$ cat src/rtl/gpr_wb_arbiter_pkg.sv
// Shared types for the GPR write-back arbiter: register index, word, parked entry.
package gpr_wb_arbiter_pkg;

    localparam int unsigned RegIdxW   = 5;
    localparam int unsigned WordWidth = 32;

    typedef logic [RegIdxW-1:0]   reg_index_t;
    typedef logic [WordWidth-1:0] word_t;

    typedef struct packed {
        logic       valid;
        reg_index_t dest;
        word_t      data;
    } wb_entry_t;

    // Bits needed to hold an occupancy value in the range 0..depth.
    function automatic int unsigned count_width(input int unsigned depth);
        return $clog2(depth + 1);
    endfunction

endpackage

$ cat src/rtl/gpr_wb_arbiter_if.sv
// Bus bundle between the result producers / decode and the write-back arbiter.
// master: pipeline side (drives results and operand indices); slave: arbiter side.
interface gpr_wb_arbiter_if
    import gpr_wb_arbiter_pkg::*;
#(
    parameter int unsigned DATA_WIDTH    = 32,
    parameter int unsigned NUM_TESTPORTS = 3
);

    logic                                alu_valid;
    reg_index_t                          alu_dest;
    logic       [DATA_WIDTH-1:0]         alu_data;
    logic                                mem_valid;
    reg_index_t                          mem_dest;
    logic       [DATA_WIDTH-1:0]         mem_data;
    logic                                wb_en;
    reg_index_t                          wb_dest;
    logic       [DATA_WIDTH-1:0]         wb_data;
    logic                                hold;
    reg_index_t [NUM_TESTPORTS-1:0]      test_idx;
    logic       [NUM_TESTPORTS-1:0]      test_hit;
    logic                                overflow;

    modport master (
        output alu_valid, alu_dest, alu_data,
        output mem_valid, mem_dest, mem_data,
        output test_idx,
        input  wb_en, wb_dest, wb_data, hold, test_hit, overflow
    );

    modport slave (
        input  alu_valid, alu_dest, alu_data,
        input  mem_valid, mem_dest, mem_data,
        input  test_idx,
        output wb_en, wb_dest, wb_data, hold, test_hit, overflow
    );

endinterface

$ cat src/rtl/gpr_wb_fifo.sv
// In-order circular buffer for parked ALU results. A push is accepted when not
// full or when the head pops in the same cycle. entry_live_o marks entries that
// remain parked after this cycle (the popping head is excluded).
module gpr_wb_fifo
    import gpr_wb_arbiter_pkg::*;
#(
    parameter  int unsigned DATA_WIDTH = 32,
    parameter  int unsigned BUF_DEPTH  = 2,
    localparam int unsigned CountW     = count_width(BUF_DEPTH)
) (
    input  logic                             clk_i,
    input  logic                             rst_ni,
    input  logic                             push_i,
    input  reg_index_t                       push_dest_i,
    input  logic       [DATA_WIDTH-1:0]      push_data_i,
    input  logic                             pop_i,
    output reg_index_t                       head_dest_o,
    output logic       [DATA_WIDTH-1:0]      head_data_o,
    output logic       [CountW-1:0]          count_o,
    output logic                             full_o,
    output logic                             empty_o,
    output logic       [BUF_DEPTH-1:0]       entry_live_o,
    output reg_index_t [BUF_DEPTH-1:0]       entry_dest_o
);

    localparam int unsigned PtrW = $clog2(BUF_DEPTH);

    logic       [BUF_DEPTH-1:0]  valid_q, valid_d;
    reg_index_t                  dest_q [BUF_DEPTH];
    logic       [DATA_WIDTH-1:0] data_q [BUF_DEPTH];
    logic       [PtrW-1:0]       rd_ptr_q, rd_ptr_d;
    logic       [PtrW-1:0]       wr_ptr_q, wr_ptr_d;
    logic       [CountW-1:0]     count_q, count_d;
    logic                        do_push, do_pop;

    function automatic logic [PtrW-1:0] next_ptr(input logic [PtrW-1:0] p);
        return (p == PtrW'(BUF_DEPTH - 1)) ? '0 : p + 1'b1;
    endfunction

    assign empty_o     = (count_q == '0);
    assign full_o      = (count_q == CountW'(BUF_DEPTH));
    assign do_pop      = pop_i && !empty_o;
    assign do_push     = push_i && (!full_o || do_pop);
    assign count_o     = count_q;
    assign head_dest_o = dest_q[rd_ptr_q];
    assign head_data_o = data_q[rd_ptr_q];

    // Next pointers, occupancy and valid bits; a push into the slot being popped wins.
    always_comb begin
        valid_d  = valid_q;
        rd_ptr_d = rd_ptr_q;
        wr_ptr_d = wr_ptr_q;
        if (do_pop) begin
            valid_d[rd_ptr_q] = 1'b0;
            rd_ptr_d          = next_ptr(rd_ptr_q);
        end
        if (do_push) begin
            valid_d[wr_ptr_q] = 1'b1;
            wr_ptr_d          = next_ptr(wr_ptr_q);
        end
        count_d = count_q + CountW'(do_push) - CountW'(do_pop);
    end

    // Per-entry views for the hazard comparators.
    always_comb begin
        entry_live_o = valid_q;
        if (do_pop) begin
            entry_live_o[rd_ptr_q] = 1'b0;
        end
        for (int e = 0; e < BUF_DEPTH; e++) begin
            entry_dest_o[e] = dest_q[e];
        end
    end

    // Buffer state; reset discards every parked entry at once.
    always_ff @(posedge clk_i or negedge rst_ni) begin
        if (!rst_ni) begin
            valid_q  <= '0;
            rd_ptr_q <= '0;
            wr_ptr_q <= '0;
            count_q  <= '0;
            for (int e = 0; e < BUF_DEPTH; e++) begin
                dest_q[e] <= '0;
                data_q[e] <= '0;
            end
        end else begin
            valid_q  <= valid_d;
            rd_ptr_q <= rd_ptr_d;
            wr_ptr_q <= wr_ptr_d;
            count_q  <= count_d;
            if (do_push) begin
                dest_q[wr_ptr_q] <= push_dest_i;
                data_q[wr_ptr_q] <= push_data_i;
            end
        end
    end

endmodule

$ cat src/rtl/gpr_wb_arbiter.sv
// Single GPR write-port arbiter: loads always win, ALU results park in an
// in-order FIFO and drain on idle port cycles. Reports parked destinations to
// the hazard unit and requests a hold one slot before the FIFO fills.
// Optional feature macro: GPR_WB_BYPASS_EN (write an ALU result straight
// through when the port is idle and nothing is parked).
module gpr_wb_arbiter
    import gpr_wb_arbiter_pkg::*;
#(
    parameter int unsigned DATA_WIDTH    = 32,
    parameter int unsigned BUF_DEPTH     = 2,
    parameter int unsigned NUM_TESTPORTS = 3
) (
    input logic              clk,
    input logic              reset_n,
    gpr_wb_arbiter_if.slave  bus_io
);

    localparam int unsigned CountW = count_width(BUF_DEPTH);
    localparam logic [CountW-1:0] HoldLvl = CountW'(BUF_DEPTH - 1);

    reg_index_t                     head_dest;
    logic       [DATA_WIDTH-1:0]    head_data;
    logic       [CountW-1:0]        count;
    logic                           fifo_full, fifo_empty;
    logic       [BUF_DEPTH-1:0]     entry_live;
    reg_index_t [BUF_DEPTH-1:0]     entry_dest;
    logic                           push, pop;

    logic                           wb_en;
    reg_index_t                     wb_dest;
    logic       [DATA_WIDTH-1:0]    wb_data;
    logic       [NUM_TESTPORTS-1:0] test_hit;

    reg_index_t                     last_dest_q, last_dest_d;
    logic       [DATA_WIDTH-1:0]    last_data_q, last_data_d;
    logic                           overflow_q, overflow_d;

    gpr_wb_fifo #(
        .DATA_WIDTH (DATA_WIDTH),
        .BUF_DEPTH  (BUF_DEPTH)
    ) u_fifo (
        .clk_i        (clk),
        .rst_ni       (reset_n),
        .push_i       (push),
        .push_dest_i  (bus_io.alu_dest),
        .push_data_i  (bus_io.alu_data),
        .pop_i        (pop),
        .head_dest_o  (head_dest),
        .head_data_o  (head_data),
        .count_o      (count),
        .full_o       (fifo_full),
        .empty_o      (fifo_empty),
        .entry_live_o (entry_live),
        .entry_dest_o (entry_dest)
    );

    // Port arbitration: load > FIFO head > (optional) write-through ALU result.
    always_comb begin
        wb_en   = 1'b0;
        wb_dest = last_dest_q;
        wb_data = last_data_q;
        pop     = 1'b0;
        push    = bus_io.alu_valid;
        if (bus_io.mem_valid) begin
            wb_en   = 1'b1;
            wb_dest = bus_io.mem_dest;
            wb_data = bus_io.mem_data;
        end else if (!fifo_empty) begin
            wb_en   = 1'b1;
            wb_dest = head_dest;
            wb_data = head_data;
            pop     = 1'b1;
`ifdef GPR_WB_BYPASS_EN
        end else if (bus_io.alu_valid) begin
            wb_en   = 1'b1;
            wb_dest = bus_io.alu_dest;
            wb_data = bus_io.alu_data;
            push    = 1'b0;
`endif
        end
        // A push into a full FIFO with no pop is lost for good.
        overflow_d  = overflow_q | (push & fifo_full & ~pop);
        last_dest_d = wb_en ? wb_dest : last_dest_q;
        last_data_d = wb_en ? wb_data : last_data_q;
    end

    // Operand hazard lookup against entries still parked after this cycle.
    always_comb begin
        test_hit = '0;
        for (int i = 0; i < NUM_TESTPORTS; i++) begin
            for (int e = 0; e < BUF_DEPTH; e++) begin
                if (entry_live[e] && (entry_dest[e] == bus_io.test_idx[i])) begin
                    test_hit[i] = 1'b1;
                end
            end
        end
    end

    // Last written index/data (held while idle) and the sticky overflow flag.
    always_ff @(posedge clk or negedge reset_n) begin
        if (!reset_n) begin
            last_dest_q <= '0;
            last_data_q <= '0;
            overflow_q  <= 1'b0;
        end else begin
            last_dest_q <= last_dest_d;
            last_data_q <= last_data_d;
            overflow_q  <= overflow_d;
        end
    end

    assign bus_io.wb_en    = wb_en;
    assign bus_io.wb_dest  = wb_dest;
    assign bus_io.wb_data  = wb_data;
    // Registered count only, leaving one slot for the result already in flight.
    assign bus_io.hold     = (count >= HoldLvl);
    assign bus_io.test_hit = test_hit;
    assign bus_io.overflow = overflow_q;

endmodule
$ cat src/flat_wrapper.sv
// flat-port wrapper written by rule: the top's interface ports become plain ports
module gpr_wb_arbiter_flat import gpr_wb_arbiter_pkg::*;
#(
    parameter int unsigned DATA_WIDTH    = 32,
    parameter int unsigned BUF_DEPTH     = 2,
    parameter int unsigned NUM_TESTPORTS = 3
)
  (clk, reset_n, bus_io_alu_valid, bus_io_alu_dest, bus_io_alu_data, bus_io_mem_valid, bus_io_mem_dest, bus_io_mem_data, bus_io_test_idx, bus_io_wb_en, bus_io_wb_dest, bus_io_wb_data, bus_io_hold, bus_io_test_hit, bus_io_overflow);
  gpr_wb_arbiter_if #(.DATA_WIDTH(DATA_WIDTH), .NUM_TESTPORTS(NUM_TESTPORTS)) bus_io_i ();
  input logic clk;
  input logic reset_n;
  input wire logic [$bits(bus_io_i.alu_valid)-1:0] bus_io_alu_valid;
  input wire logic [$bits(bus_io_i.alu_dest)-1:0] bus_io_alu_dest;
  input wire logic [$bits(bus_io_i.alu_data)-1:0] bus_io_alu_data;
  input wire logic [$bits(bus_io_i.mem_valid)-1:0] bus_io_mem_valid;
  input wire logic [$bits(bus_io_i.mem_dest)-1:0] bus_io_mem_dest;
  input wire logic [$bits(bus_io_i.mem_data)-1:0] bus_io_mem_data;
  input wire logic [$bits(bus_io_i.test_idx)-1:0] bus_io_test_idx;
  output wire logic [$bits(bus_io_i.wb_en)-1:0] bus_io_wb_en;
  output wire logic [$bits(bus_io_i.wb_dest)-1:0] bus_io_wb_dest;
  output wire logic [$bits(bus_io_i.wb_data)-1:0] bus_io_wb_data;
  output wire logic [$bits(bus_io_i.hold)-1:0] bus_io_hold;
  output wire logic [$bits(bus_io_i.test_hit)-1:0] bus_io_test_hit;
  output wire logic [$bits(bus_io_i.overflow)-1:0] bus_io_overflow;
  assign bus_io_i.alu_valid = bus_io_alu_valid;
  assign bus_io_i.alu_dest = bus_io_alu_dest;
  assign bus_io_i.alu_data = bus_io_alu_data;
  assign bus_io_i.mem_valid = bus_io_mem_valid;
  assign bus_io_i.mem_dest = bus_io_mem_dest;
  assign bus_io_i.mem_data = bus_io_mem_data;
  assign bus_io_i.test_idx = bus_io_test_idx;
  assign bus_io_wb_en = bus_io_i.wb_en;
  assign bus_io_wb_dest = bus_io_i.wb_dest;
  assign bus_io_wb_data = bus_io_i.wb_data;
  assign bus_io_hold = bus_io_i.hold;
  assign bus_io_test_hit = bus_io_i.test_hit;
  assign bus_io_overflow = bus_io_i.overflow;
  gpr_wb_arbiter #(.DATA_WIDTH(DATA_WIDTH), .BUF_DEPTH(BUF_DEPTH), .NUM_TESTPORTS(NUM_TESTPORTS)) u_core (.clk(clk), .reset_n(reset_n), .bus_io(bus_io_i));
endmodule
$ cat config.mk
export PLATFORM = sky130hd
export DESIGN_NAME = gpr_wb_arbiter_flat
export DESIGN_NICKNAME = d
export VERILOG_FILES = /design/src/rtl/gpr_wb_arbiter_pkg.sv /design/src/rtl/gpr_wb_arbiter_if.sv /design/src/rtl/gpr_wb_fifo.sv /design/src/rtl/gpr_wb_arbiter.sv /design/src/flat_wrapper.sv
export SDC_FILE = /design/constraint.sdc
export NUM_CORES = 1
export LEC_CHECK = 0
export ABC_AREA = 1
export CELL_PAD_IN_SITES_DETAIL_PLACEMENT = 0
export CELL_PAD_IN_SITES_GLOBAL_PLACEMENT = 1
export CORE_ASPECT_RATIO = 1.25
export CORE_MARGIN = 5
export CORE_UTILIZATION = 30
export CTS_CLUSTER_DIAMETER = 30
export DETAILED_ROUTE_END_ITERATION = 16
export PLACE_DENSITY_LB_ADDON = 0.1
export SLEW_MARGIN = 25
export SYNTH_ARGS = -nofsm -noshare
export SYNTH_HDL_FRONTEND = slang
export SYNTH_SLANG_ARGS = --single-unit
export TNS_END_PERCENT = 30
$ cat constraint.sdc
create_clock -name clk -period 1.8 [get_ports clk]
set_input_delay 0.18 -clock clk [delete_from_list [all_inputs] [get_ports clk]]
set_output_delay 0.18 -clock clk [all_outputs]
set_load 0.05 [all_outputs]
Word-level counts from Yosys, hierarchy flattened --
Cells that the tools add are included.
Operators by class: add/subtract/negate cells 4, multiply operators 0, div/mod/pow operators 0, $lt $le $gt $ge 8, equal/unequal tests 7, shifts and indexed selects 0, mux-type cells 33, bitwise gates (word level) 9, reductions and logical operators 15
Operators by type and width (number):
- 2-to-1 mux 32 bit | 6
- bitwise mux 64 bit | 1
- demux 32 bit (select 1 bit) | 1
- equality test 5 bit | 6
- 2-to-1 mux 5 bit | 6
- 2-to-1 mux 1 bit | 13
- logical AND 1 bit | 11
- bitwise mux 10 bit | 1
- demux 5 bit (select 1 bit) | 1
- >= comparator 2 bit (second input constant) | 2
- < comparator 1 x 2 -> 1 bit (second input constant) | 2
- 2-to-1 mux 2 bit | 2
- NOT 1 -> 2 bit | 2
- adder 1 bit (second input constant) | 2
- adder 2 x 1 -> 2 bit | 1
- bitwise AND 1 bit | 2
- bitwise AND 2 bit | 1
- demux 1 bit (select 1 bit) | 2
- equality test 2 bit (second input constant) | 1
- >= comparator 1 bit (second input constant) | 2
- >= comparator 2 x 1 -> 1 bit (second input constant) | 1
- logical NOT 1 bit | 2
- logical NOT 2 bit | 1
- < comparator 2 x 1 -> 1 bit (second input constant) | 1
- 6 further kinds | 6
Storage, ports and cells: register bits after elaboration 118, bits in latches 0, RAM bits 0, bits in read-only memories 0, bits of input ports 93, output and inout port bits 43, word-level logic and storage cells 87, memories kept 0

Longest topological paths before layout --
depth in word-level cells 10, depth in mapped cells 9

Hierarchy --
Synthesis repeated with hierarchy kept, for this count alone.
Unflattened totals: cell total of the unflattened synthesis 869, area, all modules 6264.8 um^2
By module, submodules not included:
- gpr_wb_fifo | instances 1, cells each 483, area each 3818.7 um^2, sequential area each 2001.9 um^2
- gpr_wb_arbiter | instances 1, cells each 386, area each 2446.1 um^2, sequential area each 950.9 um^2

Worst setup path before layout --
Ideal clock, no wire load.
kind flip-flop to output port, start reg u_core.u_fifo.count_q[1], in the netlist u_core.u_fifo.count_o[1], end out bus_io_wb_data[10], arrival time 1673 ps, data required time 1620 ps, path slack -53 ps, stages on the path, launching flop included 9, path buffers 2, cell sequence dfrtp_1 -> inv_1 -> nand2_2 -> nand2_2 -> nor2_2 -> buf_4 -> buf_6 -> nand2_1 -> nand4_1
On the way: word-level cells in the longest chain between the ends 3
RTL lines:
- from (decl) | RTL line gpr_wb_fifo.sv:33 | logic [CountW-1:0] count_q, count_d;
- from (signal assigned) | RTL line gpr_wb_fifo.sv:90 | count_q <= count_d;
- logical NOT 2 bit | RTL line gpr_wb_fifo.sv:40 | assign empty_o = (count_q == '0);
- 2-to-1 mux 32 bit | RTL line gpr_wb_arbiter.sv:68 | end else if (!fifo_empty) begin
- 2-to-1 mux 32 bit | RTL line gpr_wb_arbiter.sv:64 | if (bus_io.mem_valid) begin
- to (decl) | RTL line flat_wrapper.sv:21 | output wire logic [$bits(bus_io_i.wb_data)-1:0] bus_io_wb_data;
No other way between the ends.

Worst setup path in the final report --
start reg u_core.u_fifo.count_q[1], in the netlist u_core.u_fifo.count_o[1], end out bus_io_wb_dest[4]
On the way: word-level cells in the longest chain between the ends 3
RTL lines:
- logical NOT 2 bit | RTL line gpr_wb_fifo.sv:40
- 2-to-1 mux 5 bit | RTL line gpr_wb_arbiter.sv:68
- 2-to-1 mux 5 bit | RTL line gpr_wb_arbiter.sv:64
- to (decl) | RTL line flat_wrapper.sv:20 | output wire logic [$bits(bus_io_i.wb_dest)-1:0] bus_io_wb_dest;
No other way between the ends.

==> out/metrics.cfg <==
[detailed_routing]
first_pass_iters=5
highest_layer=met4
first_iter_violations=288
dr_wl_met3_um=665
wl_per_cell_um=16.3
drt.antenna.violating_nets=0
wirelength_um=17300
wl_met2_um=8560
vias=5002
drc_errors=0
wl_met1_um=7930
viasPerCell=4.71

[cells_and_area]
syn2layout_area_growth_pct=55.8
final_common_cell=nand2_1
postLayoutCoreUtil=0.470
final_cells=1061
drive_gt1_frac=0.217
nets=911
final_cell_mix=nand2_1, dfrtp_1, clkdlybuf4s50_1
diodes=0

[placed_design]
gp_congestion=0.818
io_buffers=135
placed_cells=1011
hpwlAfterDp_um=11500
pre_cts_ws_ns=0.0547

[cts]
cts_tree=built
clock_sinks=118
clockBufferDepth=2
clk_pin_slew_ns=0.06
htree_levels=4
clk_latency_ns=0.41
ctsRootBufferMaster=clkbuf_16
cts_made_buffers=17

[global_routing]
grt_antenna_before_repair=0
grt_overflow=0
grt_max_degree=40
grt_pass1_vias=5273
grtUsageTotal=0.159
grt_pass1_wl_um=27300

[setup_path]
critPathSlowestCell=dfrtp_1
crit_start=u_core.u_fifo.count_o[1]
cp_data_arrival_time_ns=1.90
worstPathCellList=inv_2, nand2_4, buf_6, nor2_4, buf_12, buf_12, nand2_1, nand4_1, buf_12
max_stage_delay_ns=0.40
critPathMostFrequentCell=buf_12
r2r-start=u_core.u_fifo.count_o[0]
r2r_slack_ns=0.02
cp_max_fo=6
crit_type=reg -> out
endpoint_kind=output port
worstPathRequired_ns=1.62
startpoint_type=register

[timing]
min_period_ns=2.08
tightest_slew_ns=0.498
clock-skew-final_ns=0.0102
hold_viol_final=0
finalSetupViolations=41
finalCritPeriodShare=1.15
maxSlewHeadroom=0.667
drv_slew=0
layout_setup_ws_ns=-0.278
fmax_ghz=0.481
rsz0062_at_grt=yes

[yosys]
synth.distinct_cells=23
netlist_area_um2=5600
syn_inst=666
ys_top_cells_by_area=dfrtp_1, nand2_1, nand4_1, o21ai_0, inv_1
syn_nets=761
yosys_warnings=0
syn_area_per_cell_um2=8.41
yosysTopAreaCellShare=0.527
yosysTopAreaCell=dfrtp_1
ys_ff_latch=118
yosysSeqAreaShare=0.527

[floorplan]
die_area_um2=21500
initial_core_util=0.302
row_count=56
core_um2=18600
io_pins=136
fp.dieW_um=132
die_h_um=163

[pwr]
vdd_drop_max_v=0.000876
power_leakage_nw=4.13
power_density_nw_per_um2=1720

[status]
violations=negative setup slack
outcome=finished with violations

[hold_path]
hp-start=bus_io_mem_valid
hold_path_class=in -> reg

[job]
maxCapViolCount=0

==> area by class of cell <==
type	instances	area (um^2)
fill	1794	9840
clock inverter	11	77.6
multi-input combinational	455	2450
timing repair buffer	172	2290
tap	232	290
sequential	118	2950
inverter	52	195
clock buffer	21	470
==> final timing paths <==
kind                                                       to  cells past startpoint
worst max register to register       u_core.u_fifo.count_o[1]                     10
worst max-delay path                        bus_io_wb_dest[4]                      9
worst min register to register         u_core.bus_io.overflow                      1
worst min-delay path                    u_core.last_data_q[9]                      4
max in group asynchronous       u_core.u_fifo.entry_dest_o[9]                      3
min in group asynchronous              u_core.last_data_q[20]                      2
==> Yosys cell counts <==
| cell | count |
|---|---|
| buf_1 | 1 |
| nand3_2 | 1 |
| nor2_2 | 2 |
| nand4_1 | 74 |
| nand3_1 | 7 |
| inv_1 | 52 |
| o21bai_1 | 1 |
| or2_4 | 1 |
| xnor2_1 | 10 |
| o21ai_0 | 57 |
| nand2_1 | 242 |
| buf_2 | 14 |
| buf_6 | 6 |
| o21ai_1 | 9 |
| o21ai_2 | 10 |
| dfrtp_1 | 118 |
| clkbuf_1 | 16 |
| clkbuf_2 | 1 |
| ha_1 | 2 |
| nor2_1 | 17 |
| nand2_2 | 3 |
| xor2_1 | 19 |
| buf_4 | 3 |
==> logic make-up after synthesis <==
logic type      share of synthesized area
simple gates                        0.271
xor+xnor                           0.0453
buf+inv                            0.0757
fa+ha+maj                         0.00447
compound gates                     0.0759
flops                               0.527
==> flip-flops by register name, summed over array words and instances, names as in the netlist <==
register                    count
u_core.u_fifo.data_q           64
u_core.last_data_q             32
u_core.u_fifo.entry_dest_o     10
u_core.last_dest_q              5
u_core.u_fifo.count_o           2
u_core.u_fifo.valid_q           2
u_core.bus_io.overflow          1
u_core.u_fifo.rd_ptr_q          1
u_core.u_fifo.wr_ptr_q          1
==> stage by stage <==
step                instance area (um^2)  TNS (ns)  power [mW]  hold WS (ns)
global placement                    7680         0        11.1         0.178
finish                              8730     -9.36        15.0         0.254
detailed placement                  7680         0        11.2         0.177
floorplan                           5610         0        8.27        -0.116
global route                        8730    -12.97        16.0         0.258
CTS                                 8520     -8.79        14.9         0.234
==> routing by layer <==
layer / global-route usage / up-vias
li1: - / 2475
met1: 0.203 / 2389
met2: 0.271 / 127
met3: 0.0392 / 11
met4: 0.0421 / 0
met5: 0 / -
==> where the power goes <==
group / internal (mW) / total [mW] / switching, mW
Clock: 1.86 / 3.07 / 1.21
Sequential: 3.85 / 4.70 / 0.849
Combinational: 3.26 / 7.26 / 4.00
Total: 8.97 / 15.0 / 6.06
==> what timing repair did <==
action | in CTS | in global routing
gates resized for setup | 40 | 36
pin swaps | 37 | 28
endpoints found under the hold margin | 32 | 0
buffers inserted | 9 | 3
hold buffers | 1 | 0
endpoints found under the setup margin | 41 | 42
cloned | 3 | 4
==> critical path: cells and delay by family, from the launching register on <==
kind	cells	cell delay [ns]
flip-flops	1	0.40
AND/OR/NAND/NOR	4	0.41
buffers and inverters	5	0.66
(Power assumes the default switching activity.)
